==> src/rtl/inv_sbox_iter_if.sv <==
// Byte stream bundle for the iterative AES inverse S-box.
//
// Handshake rules, identical on both sides: a transfer happens on a rising
// edge where valid and ready are both high. A source that raises valid keeps
// valid and its data stable until that transfer. A sink may drive ready
// without waiting for valid. Here in_ready depends only on the block state
// and out_ready, never on in_valid.
//
// dbg_state encoding: 0 = IDLE, 1 = COMP, 2 = DONE.
// dbg_cnt is the square-and-multiply step counter.
interface inv_sbox_iter_if;
  logic       in_valid;
  logic       in_ready;
  logic [7:0] in_data;
  logic       out_valid;
  logic       out_ready;
  logic [7:0] out_data;
  logic       busy;
  logic [1:0] dbg_state;
  logic [2:0] dbg_cnt;

  modport slave (
    input  in_valid, in_data, out_ready,
    output in_ready, out_valid, out_data, busy, dbg_state, dbg_cnt
  );

  modport master (
    output in_valid, in_data, out_ready,
    input  in_ready, out_valid, out_data, busy, dbg_state, dbg_cnt
  );
endinterface

==> src/rtl/inv_sbox_iter.sv <==
// Iterative AES inverse S-box: out = (InvAffine(in))^254 over GF(2^8), 0x11B.
// One square-and-multiply per cycle, one byte in flight. Accepting at edge E
// makes the result visible after edge E+7. With ZERO_LAT_ACCEPT set, a new
// byte can be taken on the same edge as the output handshake.
module inv_sbox_iter #(
  parameter logic [7:0] INV_AFF_CONST   = 8'h05,
  parameter bit         ZERO_LAT_ACCEPT = 1'b1
) (
  input  logic           clk,
  input  logic           rst,
  inv_sbox_iter_if.slave bus
);

  typedef enum logic [1:0] {
    ST_IDLE = 2'd0,
    ST_COMP = 2'd1,
    ST_DONE = 2'd2
  } state_t;

  // Steps 0..5 build x^3 .. x^127 with square-then-multiply. Step 6 is a
  // plain square, which gives x^254.
  localparam logic [2:0] LAST_MUL_STEP = 3'd6;

  // Multiply by x with reduction. The bit leaving position 7 folds back as 0x1B.
  function automatic logic [7:0] gf_xtime(input logic [7:0] v);
    gf_xtime = {v[6:0], 1'b0} ^ (v[7] ? 8'h1B : 8'h00);
  endfunction

  // Shift-and-add multiply. Every intermediate value stays 8 bits wide.
  function automatic logic [7:0] gf_mul(input logic [7:0] x, input logic [7:0] y);
    logic [7:0] acc;
    logic [7:0] sh;
    acc = 8'h00;
    sh  = x;
    for (int i = 0; i < 8; i++) begin
      if (y[i]) acc = acc ^ sh;
      sh = gf_xtime(sh);
    end
    gf_mul = acc;
  endfunction

  function automatic logic [7:0] gf_sq(input logic [7:0] x);
    gf_sq = gf_mul(x, x);
  endfunction

  // Output bit i XORs input bits i+2, i+5 and i+7 (mod 8). These are left
  // rotations by 6, 3 and 1.
  function automatic logic [7:0] inv_affine(input logic [7:0] d);
    inv_affine = {d[1:0], d[7:2]} ^ {d[4:0], d[7:5]} ^ {d[6:0], d[7]} ^ INV_AFF_CONST;
  endfunction

  state_t     state_q, state_d;
  logic [2:0] cnt_q, cnt_d;
  logic [7:0] r_q, r_d;
  logic [7:0] a_q, a_d;

  logic       in_ready_w;
  logic       in_hs;
  logic [7:0] a_new;
  logic [7:0] sq_r;

  assign a_new = inv_affine(bus.in_data);
  assign sq_r  = gf_sq(r_q);

  // DONE only offers ready when the held result is leaving on this same edge.
  assign in_ready_w = (state_q == ST_IDLE) |
                      (ZERO_LAT_ACCEPT & (state_q == ST_DONE) & bus.out_ready);
  assign in_hs      = bus.in_valid & in_ready_w;

  // Register update. Reset discards any byte that is still in flight.
  always_ff @(posedge clk) begin
    if (rst) begin
      state_q <= ST_IDLE;
      cnt_q   <= 3'd0;
      r_q     <= 8'h00;
      a_q     <= 8'h00;
    end else begin
      state_q <= state_d;
      cnt_q   <= cnt_d;
      r_q     <= r_d;
      a_q     <= a_d;
    end
  end

  // Next state: load on accept, run the power chain, hold the result until it is taken.
  always_comb begin
    state_d = state_q;
    cnt_d   = cnt_q;
    r_d     = r_q;
    a_d     = a_q;
    case (state_q)
      ST_IDLE: begin
        if (in_hs) begin
          a_d     = a_new;
          r_d     = a_new;
          cnt_d   = 3'd0;
          state_d = ST_COMP;
        end
      end
      ST_COMP: begin
        if (cnt_q < LAST_MUL_STEP) begin
          r_d   = gf_mul(sq_r, a_q);
          cnt_d = cnt_q + 3'd1;
        end else begin
          r_d     = sq_r;
          state_d = ST_DONE;
        end
      end
      ST_DONE: begin
        if (bus.out_ready) begin
          if (in_hs) begin
            a_d     = a_new;
            r_d     = a_new;
            cnt_d   = 3'd0;
            state_d = ST_COMP;
          end else begin
            state_d = ST_IDLE;
          end
        end
      end
      default: begin
        state_d = ST_IDLE;
        cnt_d   = 3'd0;
      end
    endcase
  end

  assign bus.in_ready  = in_ready_w;
  assign bus.out_valid = (state_q == ST_DONE);
  assign bus.out_data  = (state_q == ST_DONE) ? r_q : 8'h00;
  assign bus.busy      = (state_q != ST_IDLE);
  assign bus.dbg_state = state_q;
  assign bus.dbg_cnt   = cnt_q;

endmodule

==> src/flat_wrapper.sv <==
// flat-port wrapper written by rule: the top's interface ports become plain ports
module inv_sbox_iter_flat 
#(
  parameter logic [7:0] INV_AFF_CONST   = 8'h05,
  parameter bit         ZERO_LAT_ACCEPT = 1'b1
)
  (clk, rst, bus_in_valid, bus_in_data, bus_out_ready, bus_in_ready, bus_out_valid, bus_out_data, bus_busy, bus_dbg_state, bus_dbg_cnt);
  inv_sbox_iter_if bus_i ();
  input  logic clk;
  input  logic rst;
  input wire logic [$bits(bus_i.in_valid)-1:0] bus_in_valid;
  input wire logic [$bits(bus_i.in_data)-1:0] bus_in_data;
  input wire logic [$bits(bus_i.out_ready)-1:0] bus_out_ready;
  output wire logic [$bits(bus_i.in_ready)-1:0] bus_in_ready;
  output wire logic [$bits(bus_i.out_valid)-1:0] bus_out_valid;
  output wire logic [$bits(bus_i.out_data)-1:0] bus_out_data;
  output wire logic [$bits(bus_i.busy)-1:0] bus_busy;
  output wire logic [$bits(bus_i.dbg_state)-1:0] bus_dbg_state;
  output wire logic [$bits(bus_i.dbg_cnt)-1:0] bus_dbg_cnt;
  assign bus_i.in_valid = bus_in_valid;
  assign bus_i.in_data = bus_in_data;
  assign bus_i.out_ready = bus_out_ready;
  assign bus_in_ready = bus_i.in_ready;
  assign bus_out_valid = bus_i.out_valid;
  assign bus_out_data = bus_i.out_data;
  assign bus_busy = bus_i.busy;
  assign bus_dbg_state = bus_i.dbg_state;
  assign bus_dbg_cnt = bus_i.dbg_cnt;
  inv_sbox_iter #(.INV_AFF_CONST(INV_AFF_CONST), .ZERO_LAT_ACCEPT(ZERO_LAT_ACCEPT)) u_core (.clk(clk), .rst(rst), .bus(bus_i));
endmodule
==> config.mk <==
export PLATFORM = sky130hd
export DESIGN_NAME = inv_sbox_iter_flat
export DESIGN_NICKNAME = d
export VERILOG_FILES = /design/src/rtl/inv_sbox_iter_if.sv /design/src/rtl/inv_sbox_iter.sv /design/src/flat_wrapper.sv
export SDC_FILE = /design/constraint.sdc
export NUM_CORES = 1
export LEC_CHECK = 0
export ABC_AREA = 0
export BUFFER_PORTS_ARGS = -buffer_cell sky130_fd_sc_hd__buf_2
export CELL_PAD_IN_SITES_DETAIL_PLACEMENT = 1
export CELL_PAD_IN_SITES_GLOBAL_PLACEMENT = 1
export CORE_MARGIN = 10
export CORE_UTILIZATION = 46
export CTS_CLUSTER_DIAMETER = 60
export CTS_CLUSTER_SIZE = 28
export DETAILED_ROUTE_END_ITERATION = 7
export PLACE_DENSITY_LB_ADDON = 0.1
export SETUP_SLACK_MARGIN = 0.3
export SLEW_MARGIN = 20
export SYNTH_ARGS = -nofsm -noshare
export SYNTH_HDL_FRONTEND = slang
export SYNTH_SLANG_ARGS = --single-unit
==> constraint.sdc <==
create_clock -name clk -period 3.8 [get_ports clk]
set_input_delay 0.76 -clock clk [delete_from_list [all_inputs] [get_ports clk]]
set_output_delay 0.76 -clock clk [all_outputs]
set_load 0.01 [all_outputs]
==> flow_summary.json, run 1 <==
{
  "syn_area_per_cell_um2": 8.23,
  "cts_made_buffers": 3,
  "hold_class": "flop to flop",
  "yosys_warnings": 0,
  "antenna_cells": 0,
  "maxSlewViolCount": 0,
  "drt_iter0_markers": 202,
  "synth_compound_area_frac": 0.181,
  "ys_async_sr_fraction": 0,
  "synthFlopType": "dfxtp_1",
  "final_cell_mix": "nand2_1 (56), xnor2_1 (52), buf_2 (27), nor2_1 (25), o21ai_0 (25)",
  "max_slew.worst_pin.slew_ns": 0.681,
  "grt_use_total": 0.177,
  "htree_levels": 1,
  "die_h_um": 104,
  "syn_inst": 394,
  "synth_top_family_by_area": "XOR/XNOR gates",
  "cap_violations": 0,
  "arrival_ns": 3.50,
  "fin_skew_ns": 0.0129,
  "synth_edf_count": 0,
  "synth_top_area_frac": 0.140,
  "pin_count": 28,
  "cts_root_buffer": "clkbuf_8",
  "synth_top_cell_by_area": "xnor2_1",
  "portBuffers": 27,
  "netlist_top_cells_area": "xnor2_1 (14%), dfxtp_1 (13%), xnor3_1 (9.7%), nand2_1 (6.6%), xor2_1 (4.0%)",
  "syn_nets": 408,
  "ys_seq_area_frac": 0.130,
  "num_vias": 2928,
  "fin_nets": 429,
  "row_count": 30,
  "cp.required_ns": 3.97,
  "overflow": 0,
  "grt_pass1_wl_um": 16000,
  "fin_util": 0.525,
  "dpl.hpwl_um": 7780,
  "die-area_mm2": 0.0108,
  "dr.pass1.iters": 4,
  "final_common_cell": "nand2_1",
  "synthSimpleGateAreaFrac": 0.201,
  "gp_congestion": 0.886,
  "ys_seq_elements": 21,
  "finish.instance_area_mm2": 0.00358,
  "clk_pin_slew_worst_paths_ns": 0.09,
  "crit_type": "flop to flop",
  "postRouteAntennaNets": 0,
  "fillCellCount": 868,
  "cp_max_fo": 5,
  "synth_cell_types": 58,
  "dieWidth_um": 104,
  "stdcell_count": 510,
  "reg2regPathDepth": 12,
  "cts_tree": "done",
  "grt_pass1_vias": 3002,
  "wl_per_cell_um": 19.4,
  "synthAdderAreaFrac": 0.00771,
  "setup_violations": 0,
  "initial_core_util": 0.475,
  "antenna_found_initial": 0,
  "place_area_mm2": 0.00349,
  "syn2layout_area_growth_pct": 10.5,
  "dp.cells": 505,
  "drive_gt1_frac": 0.196,
  "rsz0062_at_grt": "yes",
  "relSlewSlack": 0.545,
  "min_path_cells": 1,
  "synth_xor_area_frac": 0.398,
  "clk_latency_ns": 0.28,
  "tns_ns": 0,
  "wl_um": 9890,
  "route.detailed.drc": 0,
  "clock-sinks": 21,
  "fin_crit_sh": 0.878,
  "avgViaCountPerCell": 5.74,
  "critPathCaptureType": "flop",
  "synth_mux_area_frac": 0.0282,
  "finalHoldViolations": 0,
  "clk_path_buf_depth": 2,
  "grt_max_degree": 23,
  "outcome": "complete, no violations",
  "cp-start-kind": "flop",
  "core-area_mm2": 0.00683,
  "post-route-min-period_ns": 3.34,
  "max_freq_mhz": 300,
  "holdBufCountCts": 0,
  "synth_area_mm2": 0.00324
}
## registers in the layout, summed over array words and instances (netlist names)
register              flops
u_core.a_q                8
u_core.bus.dbg_state      2
u_core.bus.dbg_cnt        3
u_core.r_q                8
## worst paths after layout
path                                            start                    end  slack [ns]
worst min-delay path            u_core.bus.dbg_cnt[0]  u_core.bus.dbg_cnt[0]        0.53
worst max register to register          u_core.r_q[7]          u_core.r_q[4]        0.46
worst max-delay path                    u_core.r_q[7]          u_core.r_q[4]        0.46
worst min register to register  u_core.bus.dbg_cnt[0]  u_core.bus.dbg_cnt[0]        0.53
## metrics by stage
stage / hold slack, ns / setup slack, ns
floorplan: 0.543 / 0.526
global placement: 0.506 / 0.433
detailed placement: 0.526 / 0.379
CTS: 0.540 / 0.360
global route: 0.584 / 0.281
finish: 0.533 / 0.465
## synth_stat cells (all sizes together) (4+ instances only)
| library cell | instances |
|---|---|
| nand3 | 7 |
| nand2b | 8 |
| nor2 | 25 |
| dfxtp | 21 |
| a22oi | 8 |
| nor2b | 9 |
| o22ai | 5 |
| xnor2 | 60 |
| xnor3 | 18 |
| buf | 12 |
| nor3 | 6 |
| a211oi | 4 |
| clkbuf | 20 |
| and2 | 9 |
| o21ai | 26 |
| inv | 5 |
| xor2 | 18 |
| a221oi | 6 |
| nand2 | 58 |
| a21oi | 24 |
| mux2i | 8 |
## repair_timing
item / 4_1_cts / 5_1_grt
setup endpoints to repair: 0 / 7
buffers inserted: 0 / 1
resized for setup: 0 / 7
## logic make-up (layout without fill, tap and decap cells)
family | after synthesis | in the layout
flops | 21 | 21
buf+inv | 37 | 57
compound gates | 90 | 90
simple gates | 136 | 136
mux | 9 | 9
xor+xnor | 99 | 99
fa+ha+maj | 2 | 2
## metal layers
metal / GRT usage / up-vias / part of all wire
li1: - / 1394 / -
met5: 0 / - / 0
met4: 0.0398 / 0 / 0.0078
met1: 0.231 / 1465 / 0.44
met2: 0.308 / 63 / 0.51
met3: 0.0155 / 6 / 0.039
## layout make-up
| cell class | instances | area, um2 | share of cell area |
|---|---|---|---|
| Clock inverter | 1 | 7.51 | 0.00209 |
| Sequential cell | 21 | 422 | 0.118 |
| Timing Repair Buffer | 48 | 297 | 0.0827 |
| Tap cell | 96 | 120 | 0.0335 |
| Inverter | 5 | 18.8 | 0.00524 |
| Multi-Input combinational cell | 336 | 2680 | 0.747 |
| Clock buffer | 3 | 41.3 | 0.0115 |
## worst max-delay path, cell delays in order, from the launching register on
cell and delay [ns]:
dfxtp_1 0.33, ha_2 0.42, xnor2_2 0.15, mux2i_1 0.24, xnor2_1 0.16, xnor2_1 0.17
buf_4 0.18, xnor3_1 0.41, nor2_1 0.10, xor3_1 0.45, xnor3_1 0.28, nor3b_1 0.06
a211o_1 0.28
Power of run 1 is left out: the tool's default activity adds up to more than one toggle a clock period on the data nets, which glitch-free logic cannot reach.
==> run 2: changes to the inputs <==
--- a/config.mk
+++ b/config.mk
@@ -11,10 +11,12 @@
 export CELL_PAD_IN_SITES_GLOBAL_PLACEMENT = 1
 export CORE_MARGIN = 10
 export CORE_UTILIZATION = 46
+export CTS_BUF_LIST = sky130_fd_sc_hd__clkbuf_4 sky130_fd_sc_hd__clkbuf_8 sky130_fd_sc_hd__clkbuf_16
 export CTS_CLUSTER_DIAMETER = 60
 export CTS_CLUSTER_SIZE = 28
 export DETAILED_ROUTE_END_ITERATION = 7
 export PLACE_DENSITY_LB_ADDON = 0.1
+export RECOVER_POWER = 25
 export SETUP_SLACK_MARGIN = 0.3
 export SLEW_MARGIN = 20
 export SYNTH_ARGS = -nofsm -noshare
==> run 2 against run 1 <==
Utilization shrank 0.055 points. Sequential share of layout area barely moved. Flip-flop and latch count is the same. Worst setup slack barely moved. Wire length is 0.12% lower. Die area stayed put. Count of clock-buffer cells in the layout stayed put.
==> flow_summary.json, run 2 (synthesized netlist as in run 1, its figures left out) <==
{
  "clk_latency_ns": 0.28,
  "path_cells": "ha_2 -> xnor2_2 -> mux2i_1 -> xnor2_1 -> xnor2_1 -> buf_4 -> xnor3_1 -> nor2_1 -> xor3_1 -> xnor3_1 -> nor3b_1 -> a211o_1",
  "outcome": "complete, no violations",
  "die-area_mm2": 0.0108,
  "arrival_ns": 3.50,
  "cp_num_buf_inv": 1,
  "drive_gt1_frac": 0.188,
  "cp_max_fo": 5,
  "syn2layout_area_growth_pct": 10.4,
  "grt_pass1_wl_um": 16000,
  "antenna_cells": 0,
  "setup_violations": 0,
  "htree_levels": 1,
  "cpPeakStageDelay_ns": 0.45,
  "tns_ns": 0,
  "hold_class": "flop to flop",
  "finalHoldViolations": 0,
  "core-area_mm2": 0.00683,
  "die_h_um": 104,
  "drt_iter0_markers": 180,
  "hold_ws_ns": 0.534,
  "critPathCaptureType": "flop",
  "cp-start-kind": "flop",
  "path_delay_family": "XOR/XNOR gates",
  "pin_count": 28,
  "wl_per_cell_um": 19.4,
  "final_common_cell": "nand2_1",
  "grt_max_degree": 23,
  "place_area_mm2": 0.00349,
  "gp_congestion": 0.886,
  "fin_nets": 429,
  "clk_path_buf_depth": 2,
  "portBuffers": 27,
  "max_slew.worst_pin.slew_ns": 0.667,
  "postRouteAntennaNets": 0,
  "row_count": 30,
  "dieWidth_um": 104,
  "clock-sinks": 21,
  "grt_pass1_vias": 3002,
  "route.detailed.drc": 0,
  "antenna_found_initial": 0,
  "fin_skew_ns": 0.0129,
  "cp.required_ns": 3.97,
  "relSlewSlack": 0.555,
  "crit_type": "flop to flop",
  "avgViaCountPerCell": 5.67,
  "fin_util": 0.524,
  "grt_use_total": 0.177,
  "final_cell_mix": "nand2_1 (56), xnor2_1 (52), nor2_1 (25), o21ai_0 (25), buf_2 (24)",
  "maxSlewViolCount": 0,
  "max_freq_mhz": 300,
  "holdBufCountCts": 0,
  "wl_um": 9880,
  "finish.instance_area_mm2": 0.00358,
  "cap_violations": 0,
  "num_vias": 2890,
  "rsz0062_at_grt": "yes",
  "clk_pin_slew_worst_paths_ns": 0.09,
  "dr.pass1.iters": 4,
  "cts_made_buffers": 3,
  "initial_core_util": 0.475,
  "critPathSlowestCell": "xor3_1",
  "fin_crit_sh": 0.878,
  "cts_root_buffer": "clkbuf_8",
  "overflow": 0,
  "cts_tree": "done",
  "dpl.hpwl_um": 7780,
  "post-route-min-period_ns": 3.34
}
run 2: layer usage:
layer	vias up	part of all wire	track usage
met3	6	0.035	0.0155
met1	1421	0.44	0.231
met4	0	0.0078	0.0398
li1	1399	-	-
met5	-	0	0
met2	64	0.51	0.308
run 2: worst paths after layout:
kind / slack [ns] / start / cells past startpoint / to
max reg2reg: 0.46 / u_core.r_q[7] / 12 / u_core.r_q[4]
max: 0.46 / u_core.r_q[7] / 12 / u_core.r_q[4]
min reg2reg: 0.53 / u_core.bus.dbg_cnt[0] / 1 / u_core.bus.dbg_cnt[0]
min: 0.53 / u_core.bus.dbg_cnt[0] / 1 / u_core.bus.dbg_cnt[0]
run 2: area by class of cell:
type | instances | area, um2
Multi-Input combinational cell | 336 | 2680
Clock inverter | 1 | 7.51
Sequential cell | 21 | 422
Tap cell | 96 | 120
Inverter | 5 | 18.8
Timing Repair Buffer | 48 | 293
Clock buffer | 3 | 41.3
Fill cell | 870 | 3250
run 2: repair_timing:
action,in CTS,in global routing
gates resized for setup,0,7
endpoints found under the setup margin,0,7
buffers inserted,0,1
run 2: worst reg2reg max path: cells and delay by family (launching register included):
family | cells | cell delay [ns]
buffers and inverters | 1 | 0.18
adder cells (fa/ha/maj) | 1 | 0.42
flip-flops | 1 | 0.33
XOR/XNOR | 6 | 1.62
AO/OA/AOI/OAI | 1 | 0.28
AND/OR/NAND/NOR | 2 | 0.16
multiplexers | 1 | 0.24
run 2: stage by stage:
step,instances,setup WS [ns]
after global routing,510,0.281
final,510,0.465
after global placement,505,0.433
after CTS,509,0.360
after detailed placement,505,0.379
after floorplan,394,0.526
Power of run 2 is left out for the same reason.
==> run 3: changes to the inputs <==
--- a/config.mk
+++ b/config.mk
@@ -9,6 +9,7 @@
 export BUFFER_PORTS_ARGS = -buffer_cell sky130_fd_sc_hd__buf_2
 export CELL_PAD_IN_SITES_DETAIL_PLACEMENT = 1
 export CELL_PAD_IN_SITES_GLOBAL_PLACEMENT = 1
+export CORE_ASPECT_RATIO = 1.5
 export CORE_MARGIN = 10
 export CORE_UTILIZATION = 46
 export CTS_BUF_LIST = sky130_fd_sc_hd__clkbuf_4 sky130_fd_sc_hd__clkbuf_8 sky130_fd_sc_hd__clkbuf_16
==> run 3 against run 2 <==
Cell area up 0.14%. Clock skew rose by 0.0028 ns. First-iteration DRC count fell by 32%. Wire length is 0.25% lower. Count of clock-buffer cells in the layout unchanged. Non-clock buffer count decreased by 3. Worst setup slack lost 0.054 ns. Register-to-register slack got worse by 0.05 ns. Maximum frequency shrank 1.6%.
==> flow_summary.json, run 3 (synthesized netlist as in run 1, its figures left out) <==
{
  "cts_tree": "done",
  "max_slew.worst_pin.slew_ns": 0.610,
  "cp.required_ns": 3.96,
  "crit_type": "flop to flop",
  "fin_util": 0.523,
  "place_area_mm2": 0.00342,
  "finalHoldViolations": 0,
  "clk_latency_ns": 0.28,
  "dpl.hpwl_um": 7790,
  "clk_path_buf_depth": 2,
  "tns_ns": 0,
  "arrival_ns": 3.55,
  "syn2layout_area_growth_pct": 10.5,
  "pin_count": 28,
  "die-area_mm2": 0.0109,
  "fin_crit_sh": 0.892,
  "portBuffers": 27,
  "grt_pass1_vias": 2969,
  "hold_class": "flop to flop",
  "wl_per_cell_um": 20.2,
  "core-area_mm2": 0.00685,
  "final_cell_mix": "nand2_1 (57), xnor2_1 (51), o21ai_0 (25), buf_2 (25), nor2_1 (24)",
  "rsz0062_at_grt": "yes",
  "row_count": 37,
  "num_vias": 2856,
  "holdBufCountCts": 0,
  "cp-start-kind": "flop",
  "route.detailed.drc": 0,
  "initial_core_util": 0.474,
  "dr.pass1.iters": 4,
  "dieWidth_um": 88.6,
  "antenna_cells": 0,
  "hold_ws_ns": 0.527,
  "grt_pass1_wl_um": 15900,
  "htree_levels": 1,
  "die_h_um": 123,
  "wl_um": 9850,
  "overflow": 0,
  "cp_max_fo": 7,
  "post-route-min-period_ns": 3.39,
  "clock-sinks": 21,
  "max_freq_mhz": 295,
  "finish.instance_area_mm2": 0.00359,
  "cts_root_buffer": "clkbuf_8",
  "grt_max_degree": 23,
  "final_common_cell": "nand2_1",
  "critPathCaptureType": "flop",
  "maxSlewViolCount": 0,
  "antenna_found_initial": 0,
  "postRouteAntennaNets": 0,
  "drt_iter0_markers": 122,
  "setup_violations": 0,
  "clk_pin_slew_worst_paths_ns": 0.09,
  "relSlewSlack": 0.590,
  "cts_made_buffers": 3,
  "cap_violations": 0,
  "grt_use_total": 0.188,
  "outcome": "complete, no violations",
  "fin_skew_ns": 0.0157,
  "fillCellCount": 838,
  "fin_nets": 426,
  "avgViaCountPerCell": 5.84,
  "gp_congestion": 0.835,
  "drive_gt1_frac": 0.195
}
-- run 3: worst max-delay path, cell delays in order (launching register included) --
cell,delay (ns)
dfxtp_1,0.33
ha_2,0.41
xnor2_2,0.15
buf_4,0.19
a21oi_1,0.08
xnor2_1,0.52
xnor3_1,0.30
nand2b_1,0.16
xnor2_1,0.25
xnor2_1,0.17
xnor3_1,0.37
xnor2_2,0.22
o22ai_1,0.11
-- run 3: path summary, 6_finish.rpt --
kind                         startpoint                     to  slack, ns  cells after the start
hold reg to reg   u_core.bus.dbg_cnt[0]  u_core.bus.dbg_cnt[0]       0.53                      1
setup / recovery          u_core.r_q[7]          u_core.r_q[3]       0.41                     12
hold / removal    u_core.bus.dbg_cnt[0]  u_core.bus.dbg_cnt[0]       0.53                      1
setup reg to reg          u_core.r_q[7]          u_core.r_q[3]       0.41                     12
-- run 3: per-layer routing --
| metal | GRT usage | share of wire |
|---|---|---|
| met4 | 0.0578 | 0.022 |
| met2 | 0.350 | 0.55 |
| met5 | 0 | 0 |
| met3 | 0.0172 | 0.018 |
| met1 | 0.217 | 0.41 |
-- run 3: what timing repair did --
action,CTS,global route
setup buffers,0,4
pin swaps,0,4
gates resized for setup,5,8
setup endpoints to repair,6,6
-- run 3: metrics by stage --
stage | cells | setup slack, ns
3_5_place_dp | 481 | 0.177
6_report | 489 | 0.411
4_1_cts | 485 | 0.292
5_1_grt | 489 | 0.251
2_1_floorplan | 394 | 0.526
3_3_place_gp | 481 | 0.275
-- run 3: area by class of cell --
| type | count | area (um2) | area share |
|---|---|---|---|
| tap | 78 | 97.6 | 0.0272 |
| inverter | 5 | 18.8 | 0.00523 |
| clock buffer | 3 | 41.3 | 0.0115 |
| sequential | 21 | 423 | 0.118 |
| clock inverter | 1 | 7.51 | 0.00209 |
| multi-input combinational | 336 | 2710 | 0.757 |
| timing repair buffer | 45 | 284 | 0.0792 |
Power of run 3 is left out for the same reason.
